## config.mk

```make
export PLATFORM = sky130hd
export DESIGN_NAME = turn_phase_ctrl
export DESIGN_NICKNAME = d
export VERILOG_FILES = /design/src/rtl/dominion_pkg.sv /design/src/rtl/turn_res_counters.sv /design/src/rtl/turn_phase_ctrl.sv
export SDC_FILE = /design/constraint.sdc
export NUM_CORES = 1
export LEC_CHECK = 0
export CAP_MARGIN = 20
export CORE_UTILIZATION = 45
export CTS_BUF_LIST = sky130_fd_sc_hd__clkbuf_8
export DETAILED_ROUTE_END_ITERATION = 6
export PLACE_DENSITY = 0.76
export SLEW_MARGIN = 15
export SYNTH_ARGS = -nofsm -noshare
export SYNTH_HDL_FRONTEND = slang
export SYNTH_SLANG_ARGS = --single-unit
```

## constraint.sdc

```tcl
create_clock -name clk -period 2.5 [get_ports clk]
set_input_delay 0.25 -clock clk [delete_from_list [all_inputs] [get_ports clk]]
set_output_delay 0.25 -clock clk [all_outputs]
set_load 0.01 [all_outputs]
```

## src/rtl/dominion_pkg.sv

```systemverilog
// dominion_pkg
//   Shared definitions for the Dominion turn sequencer: data widths, the
//   phase codes presented to the card decoder, the sequencer state type and
//   small saturating-arithmetic helpers.
package dominion_pkg;

    localparam int CARD_W = 4;
    localparam int RES_W  = 3;
    localparam int GOLD_W = 5;

    localparam logic [2:0] MODE_START     = 3'd1;
    localparam logic [2:0] MODE_ACTION    = 3'd2;
    localparam logic [2:0] MODE_ACTIONEND = 3'd3;
    localparam logic [2:0] MODE_BUY       = 3'd4;
    localparam logic [2:0] MODE_DRAW      = 3'd5;
    localparam logic [2:0] MODE_ENDGAME   = 3'd6;

    typedef enum logic [3:0] {
        ST_IDLE,
        ST_START,
        ST_ACTION,
        ST_ACT_WAIT,
        ST_ACTIONEND,
        ST_BUY,
        ST_BUY_WAIT,
        ST_DRAW,
        ST_ENDGAME
    } state_e;

    function automatic logic [RES_W-1:0] sat_add_res(input logic [RES_W-1:0] a,
                                                     input logic [RES_W-1:0] b);
        logic [RES_W:0] s;
        s = {1'b0, a} + {1'b0, b};
        return s[RES_W] ? {RES_W{1'b1}} : s[RES_W-1:0];
    endfunction

    function automatic logic [GOLD_W-1:0] sat_add_gold(input logic [GOLD_W-1:0] a,
                                                       input logic [GOLD_W-1:0] b);
        logic [GOLD_W:0] s;
        s = {1'b0, a} + {1'b0, b};
        return s[GOLD_W] ? {GOLD_W{1'b1}} : s[GOLD_W-1:0];
    endfunction

    function automatic logic [2:0] mode_of(input state_e st);
        case (st)
            ST_ACTION, ST_ACT_WAIT: return MODE_ACTION;
            ST_ACTIONEND:           return MODE_ACTIONEND;
            ST_BUY, ST_BUY_WAIT:    return MODE_BUY;
            ST_DRAW:                return MODE_DRAW;
            ST_ENDGAME:             return MODE_ENDGAME;
            default:                return MODE_START;
        endcase
    endfunction

endpackage

```

## src/rtl/turn_res_counters.sv

```systemverilog
// turn_res_counters
//   Per-turn resource registers (actions, buys, gold, pending draws).
//   All decoder yields saturate; decrements are only requested when the
//   field is known to be non-zero (or cost <= gold).
// Ports:
//   clk_i, rst_ni           clock, async active-low reset
//   clear_i                 zero all fields
//   load_start_i            load turn-start values (1 action, 1 buy)
//   use_action_i            actions -= 1
//   take_draw_i             pending draws -= 1
//   spend_i, cost_i         buys -= 1, gold -= cost
//   acc_i                   accumulate buy/gold yields
//   acc_act_i               with acc_i, also accumulate action/draw yields
//   add_*_i                 decoder yields
//   actions_o, buys_o, gold_o, pending_o   current values
module turn_res_counters
    import dominion_pkg::*;
(
    input  logic              clk_i,
    input  logic              rst_ni,
    input  logic              clear_i,
    input  logic              load_start_i,
    input  logic              use_action_i,
    input  logic              take_draw_i,
    input  logic              spend_i,
    input  logic [GOLD_W-1:0] cost_i,
    input  logic              acc_i,
    input  logic              acc_act_i,
    input  logic [RES_W-1:0]  add_action_i,
    input  logic [RES_W-1:0]  add_buy_i,
    input  logic [RES_W-1:0]  add_draw_i,
    input  logic [GOLD_W-1:0] add_gold_i,
    output logic [RES_W-1:0]  actions_o,
    output logic [RES_W-1:0]  buys_o,
    output logic [GOLD_W-1:0] gold_o,
    output logic [RES_W-1:0]  pending_o
);

    logic [RES_W-1:0]  act_q, act_d;
    logic [RES_W-1:0]  buy_q, buy_d;
    logic [RES_W-1:0]  pend_q, pend_d;
    logic [GOLD_W-1:0] gold_q, gold_d;

    always_comb begin
        act_d  = act_q;
        buy_d  = buy_q;
        pend_d = pend_q;
        gold_d = gold_q;
        if (clear_i) begin
            act_d  = '0;
            buy_d  = '0;
            pend_d = '0;
            gold_d = '0;
        end else if (load_start_i) begin
            act_d  = RES_W'(1);
            buy_d  = RES_W'(1);
            pend_d = '0;
            gold_d = '0;
        end else begin
            if (use_action_i) act_d  = act_q - 1'b1;
            if (take_draw_i)  pend_d = pend_q - 1'b1;
            if (spend_i) begin
                buy_d  = buy_q - 1'b1;
                gold_d = gold_q - cost_i;
            end
            if (acc_i) begin
                buy_d  = sat_add_res(buy_q, add_buy_i);
                gold_d = sat_add_gold(gold_q, add_gold_i);
                if (acc_act_i) begin
                    act_d  = sat_add_res(act_q, add_action_i);
                    pend_d = sat_add_res(pend_q, add_draw_i);
                end
            end
        end
    end

    always_ff @(posedge clk_i or negedge rst_ni) begin
        if (!rst_ni) begin
            act_q  <= '0;
            buy_q  <= '0;
            pend_q <= '0;
            gold_q <= '0;
        end else begin
            act_q  <= act_d;
            buy_q  <= buy_d;
            pend_q <= pend_d;
            gold_q <= gold_d;
        end
    end

    assign actions_o = act_q;
    assign buys_o    = buy_q;
    assign gold_o    = gold_q;
    assign pending_o = pend_q;

endmodule

```

## src/rtl/turn_phase_ctrl.sv

```systemverilog
// turn_phase_ctrl
//   Dominion turn sequencer driving the card decoder through
//   START -> ACTION -> ACTIONEND -> BUY -> DRAW, and ENDGAME at game end.
//   Optional build macro PHASE_TIMEOUT_EN: ACTION/BUY end on their own after
//   PHASE_TIMEOUT cycles without an accepted player request.
// Ports:
//   clk, reset (async, active-low)
//   start, game_over, play_req/play_card, buy_req/buy_cost, end_phase  player side
//   dec_action/buy/draw/gold, dec_nextcard                             decoder yields
//   mode, card_stream, card_valid                                      to decoder
//   actions_left, buys_left, gold_avail                                resources
//   draw_req, play_ack, buy_ack, buy_nak                               1-cycle pulses
//   turn_cnt                                                           completed turns
module turn_phase_ctrl
    import dominion_pkg::*;
#(
    parameter int unsigned HAND_SIZE     = 5,
    parameter int unsigned DEC_TIMEOUT   = 15,
    parameter int unsigned PHASE_TIMEOUT = 1000
) (
    input  logic              clk,
    input  logic              reset,
    input  logic              start,
    input  logic              game_over,
    input  logic              play_req,
    input  logic [CARD_W-1:0] play_card,
    input  logic              buy_req,
    input  logic [GOLD_W-1:0] buy_cost,
    input  logic              end_phase,
    input  logic [RES_W-1:0]  dec_action,
    input  logic [RES_W-1:0]  dec_buy,
    input  logic [RES_W-1:0]  dec_draw,
    input  logic [GOLD_W-1:0] dec_gold,
    input  logic              dec_nextcard,
    output logic [2:0]        mode,
    output logic [CARD_W-1:0] card_stream,
    output logic              card_valid,
    output logic [RES_W-1:0]  actions_left,
    output logic [RES_W-1:0]  buys_left,
    output logic [GOLD_W-1:0] gold_avail,
    output logic              draw_req,
    output logic              play_ack,
    output logic              buy_ack,
    output logic              buy_nak,
    output logic [7:0]        turn_cnt
);

    // One counter serves the decoder wait, the DRAW pulse train and the
    // optional phase timeout; it restarts on every state change.
    localparam int unsigned CNT_A   = (DEC_TIMEOUT > HAND_SIZE) ? DEC_TIMEOUT : HAND_SIZE;
    localparam int unsigned CNT_MAX = (CNT_A > PHASE_TIMEOUT) ? CNT_A : PHASE_TIMEOUT;
    localparam int          CNT_W   = $clog2(CNT_MAX + 1);
    localparam logic [CNT_W-1:0] WAIT_LAST = CNT_W'(DEC_TIMEOUT - 1);
    localparam logic [CNT_W-1:0] DRAW_LAST = CNT_W'(HAND_SIZE - 1);

    state_e            state_q, state_d;
    logic [CNT_W-1:0]  cnt_q, cnt_d;
    logic [CARD_W-1:0] card_q, card_d;
    logic [7:0]        turn_q, turn_d;
    logic              go_q;
    logic              play_ack_q, play_ack_d;
    logic              buy_ack_q, buy_ack_d;
    logic              buy_nak_q, buy_nak_d;

    logic              accept, clear, load_start, use_action, take_draw;
    logic              spend, acc, acc_act, phase_to;
    logic [RES_W-1:0]  act_w, buy_w, pend_w;
    logic [GOLD_W-1:0] gold_w;

`ifdef PHASE_TIMEOUT_EN
    localparam logic [CNT_W-1:0] PHASE_LAST = CNT_W'(PHASE_TIMEOUT - 1);
    assign phase_to = (cnt_q == PHASE_LAST);
`else
    assign phase_to = 1'b0;
`endif

    turn_res_counters u_res (
        .clk_i        (clk),
        .rst_ni       (reset),
        .clear_i      (clear),
        .load_start_i (load_start),
        .use_action_i (use_action),
        .take_draw_i  (take_draw),
        .spend_i      (spend),
        .cost_i       (buy_cost),
        .acc_i        (acc),
        .acc_act_i    (acc_act),
        .add_action_i (dec_action),
        .add_buy_i    (dec_buy),
        .add_draw_i   (dec_draw),
        .add_gold_i   (dec_gold),
        .actions_o    (act_w),
        .buys_o       (buy_w),
        .gold_o       (gold_w),
        .pending_o    (pend_w)
    );

    always_comb begin
        state_d    = state_q;
        card_d     = card_q;
        turn_d     = turn_q;
        play_ack_d = 1'b0;
        buy_ack_d  = 1'b0;
        buy_nak_d  = 1'b0;
        accept     = 1'b0;
        clear      = 1'b0;
        load_start = 1'b0;
        use_action = 1'b0;
        take_draw  = 1'b0;
        spend      = 1'b0;
        acc        = 1'b0;
        acc_act    = 1'b0;
        case (state_q)
            ST_IDLE: if (start) state_d = ST_START;
            ST_START: begin
                load_start = 1'b1;
                state_d    = ST_ACTION;
            end
            ST_ACTION: begin
                // Pending draws are drained before any further play.
                if (pend_w != '0) begin
                    take_draw = 1'b1;
                end else if (play_req && act_w != '0) begin
                    card_d     = play_card;
                    use_action = 1'b1;
                    accept     = 1'b1;
                    state_d    = ST_ACT_WAIT;
                end else if (end_phase || act_w == '0 || phase_to) begin
                    state_d = ST_ACTIONEND;
                end
            end
            ST_ACT_WAIT, ST_BUY_WAIT: begin
                if (dec_nextcard) begin
                    acc        = 1'b1;
                    acc_act    = (state_q == ST_ACT_WAIT);
                    play_ack_d = 1'b1;
                    state_d    = (state_q == ST_ACT_WAIT) ? ST_ACTION : ST_BUY;
                end else if (cnt_q == WAIT_LAST) begin
                    state_d = (state_q == ST_ACT_WAIT) ? ST_ACTION : ST_BUY;
                end
            end
            ST_ACTIONEND: state_d = ST_BUY;
            ST_BUY: begin
                // Resources are zeroed on the way into DRAW.
                if (buy_w == '0) begin
                    clear   = 1'b1;
                    state_d = ST_DRAW;
                end else if (play_req) begin
                    card_d  = play_card;
                    accept  = 1'b1;
                    state_d = ST_BUY_WAIT;
                end else if (buy_req) begin
                    accept = 1'b1;
                    if (buy_cost <= gold_w) begin
                        spend     = 1'b1;
                        buy_ack_d = 1'b1;
                    end else begin
                        buy_nak_d = 1'b1;
                    end
                end else if (end_phase || phase_to) begin
                    clear   = 1'b1;
                    state_d = ST_DRAW;
                end
            end
            ST_DRAW: begin
                if (cnt_q == DRAW_LAST) begin
                    turn_d  = turn_q + 8'd1;
                    state_d = (go_q || game_over) ? ST_ENDGAME : ST_START;
                end
            end
            ST_ENDGAME: ;
            default: state_d = ST_IDLE;
        endcase
    end

    always_comb begin
        cnt_d = cnt_q;
        if (state_d != state_q || accept) begin
            cnt_d = '0;
        end else if (cnt_q != '1) begin
            cnt_d = cnt_q + 1'b1;
        end
    end

    always_ff @(posedge clk or negedge reset) begin
        if (!reset) begin
            state_q    <= ST_IDLE;
            cnt_q      <= '0;
            card_q     <= '0;
            turn_q     <= '0;
            go_q       <= 1'b0;
            play_ack_q <= 1'b0;
            buy_ack_q  <= 1'b0;
            buy_nak_q  <= 1'b0;
        end else begin
            state_q    <= state_d;
            cnt_q      <= cnt_d;
            card_q     <= card_d;
            turn_q     <= turn_d;
            go_q       <= go_q | game_over;
            play_ack_q <= play_ack_d;
            buy_ack_q  <= buy_ack_d;
            buy_nak_q  <= buy_nak_d;
        end
    end

    assign mode         = mode_of(state_q);
    assign card_valid   = (state_q == ST_ACT_WAIT) || (state_q == ST_BUY_WAIT);
    assign card_stream  = card_valid ? card_q : '0;
    assign actions_left = act_w;
    assign buys_left    = buy_w;
    assign gold_avail   = gold_w;
    assign draw_req     = (state_q == ST_ACTION && pend_w != '0) || (state_q == ST_DRAW);
    assign play_ack     = play_ack_q;
    assign buy_ack      = buy_ack_q;
    assign buy_nak      = buy_nak_q;
    assign turn_cnt     = turn_q;

endmodule
```

==> flow_metrics.py <==
metrics = {
    "run_status": {
        "status": "finished, final reports clean",
    },
    "final_layout": {
        "diodes": 0,
        "area_delta_synth_final_pct": 28.7,
        "nets": 475,
        "postLayoutCoreUtil_pct": 61.3,
        "drive_above_1_share_pct": 12.9,
        "nFillCells": 582,
    },
    "clocking": {
        "max-clock-path-buffers": 2,
        "clk_latency_ns": 0.30,
        "htree_num_levels": 2,
        "cts_root_buf": "clkbuf_8",
        "postCtsSetupRepairBufs": 0,
        "cts_sinks": 44,
        "path_clk_slew_ns": 0.09,
        "cts_made_buffers": 5,
        "cts_tree": "yes",
    },
    "placed_design": {
        "io_buffers": 61,
        "dp_slack_ns": -0.00629,
        "gp_congestion": 0.818,
        "dpl.hpwl_um": 5510,
    },
    "synthesis": {
        "netlist.area_leader.share_pct": 33.3,
        "yosys_warnings": 0,
        "ys_seq_area_share_pct": 33.3,
        "yosys-top-cells-count": "44 x dfrtp_1, 33 x inv_1, 29 x ha_1",
        "syn_area_um2": 3310,
        "synthCells": 333,
        "synth.most_common_cell": "dfrtp_1",
        "netlist-cell-type-count": 63,
        "ys_seq_elements": 44,
        "ys_async_sr_fraction_pct": 100,
        "postSynthAreaPerCell_um2": 9.93,
        "synth-main-ff-cell": "dfrtp_1",
        "yosys-top-cells-area": "dfrtp_1 33%, ha_1 11%, xor2_1 4.2%",
        "synth_edf_count": 0,
        "syn_nets": 398,
        "yosysTopAreaCell": "dfrtp_1",
    },
    "worst_setup_path": {
        "cp_data_required_time_ns": 2.71,
        "r2r_cells": 8,
        "path_class": "reg -> reg",
        "r2r_start": "u_res.buys_o[0]",
        "ff2ff_setup_slack_ns": 0.18,
        "crit_fanout": 10,
        "crit_path_start": "u_res.buys_o[0]",
        "worst_setup_path_end_kind": "register",
        "crit_arrival_ns": 2.53,
        "crit_end": "cnt_q[9]",
        "startpoint_type": "register",
        "r2r_end": "cnt_q[9]",
    },
    "power_and_ir_drop": {
        "pwr_density_cell_nw_per_um2": 1120,
        "total_power_uw": 4770,
        "max-vdd-ir-drop_uv": 518,
        "p_leak_uw": 0.00196,
    },
    "timing": {
        "skew_ns": 0.00954,
        "fin_ws_ns": 0.177,
        "slew_viol_final": 0,
        "relSlewSlack_pct": 69.2,
        "rsz0062_at_grt": "no",
        "setup_viol": 0,
        "fin_hold_ws_ns": 0.399,
        "period_needed_ns": 2.32,
        "period_share_pct": 92.9,
        "worst_pin_slew_ns": 0.450,
        "fmax_mhz": 430,
        "final_hold_viol_count": 0,
    },
    "hold_path": {
        "worstHoldPathType": "in -> async",
    },
    "global_route": {
        "grt_max_degree": 45,
        "grt-ovfl-total": 0,
        "grt_pass1_vias": 2624,
        "track_usage_pct": 19.6,
        "grt_pass1_wl_um": 11900,
        "antenna_found_initial": 0,
    },
    "die": {
        "fp-row-count": 30,
        "die_h_um": 87.7,
        "io_pins": 62,
        "start_util_pct": 47.6,
        "core_area_um2": 6940,
        "die_w_um": 87.7,
        "die-area_um2": 7690,
    },
    "routing": {
        "viasPerCell": 5.40,
        "dr.pass1.iters": 4,
        "drt-initial-drc-count": 140,
        "num_vias": 2733,
        "ant_nets": 0,
        "wire_per_inst_um": 14.2,
        "drc": 0,
        "routed_wl_um": 7170,
    },
    "job": {
        "maxCapViolCount": 0,
    },
}
## worst min path at each step
stage	to	slack, ns	cells past startpoint
after floorplan	buy_ack	-0.05	0
after global placement	u_res.pending_o[1]	0.46	1
after detailed placement	u_res.pending_o[1]	0.46	1
after CTS	u_res.gold_o[1]	0.13	1
after global routing	u_res.buys_o[0]	0.44	2
final	u_res.buys_o[0]	0.40	2
## sequential cells by signal, indices dropped and copies added (netlist names), 3 cells and up
| name | flops |
|---|---|
| card_q | 4 |
| state_q | 4 |
| u_res.actions_o | 3 |
| cnt_q | 10 |
| u_res.gold_o | 5 |
| turn_cnt | 8 |
| u_res.pending_o | 3 |
| u_res.buys_o | 3 |
## what timing repair did
item / CTS / global route
hold endpoints to repair: 0 / 15
setup endpoints to repair: 0 / 1
hold buffers: 0 / 1
gates resized for setup: 0 / 3
## stage by stage
stage                     TNS, ns  std cells  cell area, um^2
final                           0        506             4260
after detailed placement  -0.0211        497             4090
after global placement          0        497             4090
after global routing            0        506             4260
after CTS                       0        504             4220
after floorplan                 0        333             3310
## cells in the final DEF (no fill, tap or decap), types with 2 or more instances in the layout
cell type	n
xnor2_1	10
buf_4	15
xor2_1	16
o21ai_0	15
clkbuf_8	5
a2bb2oi_1	2
bufinv_16	2
nand3_1	6
nand2_1	20
o21a_1	4
and4b_1	2
a21oi_1	11
nor3b_1	2
mux2i_1	4
and3_1	11
dfrtp_1	42
o22ai_1	2
nand4_1	6
mux2_4	5
nand2b_1	4
nand4_2	2
a21o_1	7
ha_1	29
nor2_1	16
a211oi_1	2
mux2_2	5
fa_1	5
a211o_1	2
nor4_2	2
nor2b_1	7
nor3_1	12
inv_1	33
clkdlybuf4s50_1	60
a221oi_1	9
dfrtp_2	2
## layer usage
layer / routed length, um / part of all wire, % / track usage [%] / vias to the layer above
met4: 71 / 0.99 / 4.62 / 0
met5: 0 / 0 / 0 / -
met2: 3480 / 49 / 34.8 / 83
met1: 3280 / 46 / 24.6 / 1298
met3: 333 / 4.6 / 3.68 / 5
li1: - / - / - / 1347
## power by group
group	total [uW]	internal (uW)	switching [uW]
combinational	2970	1510	1460
clock	633	393	239
sequential	1170	919	249
## critical path: stages, from the launching register on
cell and delay (ns):
dfrtp_1 0.36, inv_1 0.08, ha_1 0.19, nor2b_1 0.18, a2111oi_0 0.45, a2bb2oi_1 0.31, o211a_1 0.22, o211ai_4 0.15
nor4_2 0.29
## cell type report
cell class	instances	area (um^2)	area share [%]
clock buffers	5	68.8	1.62
clock inverters	2	60.1	1.41
inverters	33	124	2.91
multi-input cells	248	2030	47.7
flip-flops and latches	44	1100	25.9
well taps	96	120	2.82
repair buffers	78	748	17.6
## cells by family after synthesis
| family | Yosys count | synth area share, % |
|---|---|---|
| compound gates | 72 | 16.5 |
| xor+xnor | 27 | 7.72 |
| fa+ha+maj | 34 | 14.0 |
| buf+inv | 41 | 5.34 |
| flops | 44 | 33.3 |
| mux | 14 | 5.19 |
| simple gates | 101 | 17.9 |
No activity file was read; power rests on OpenSTA's default activity.
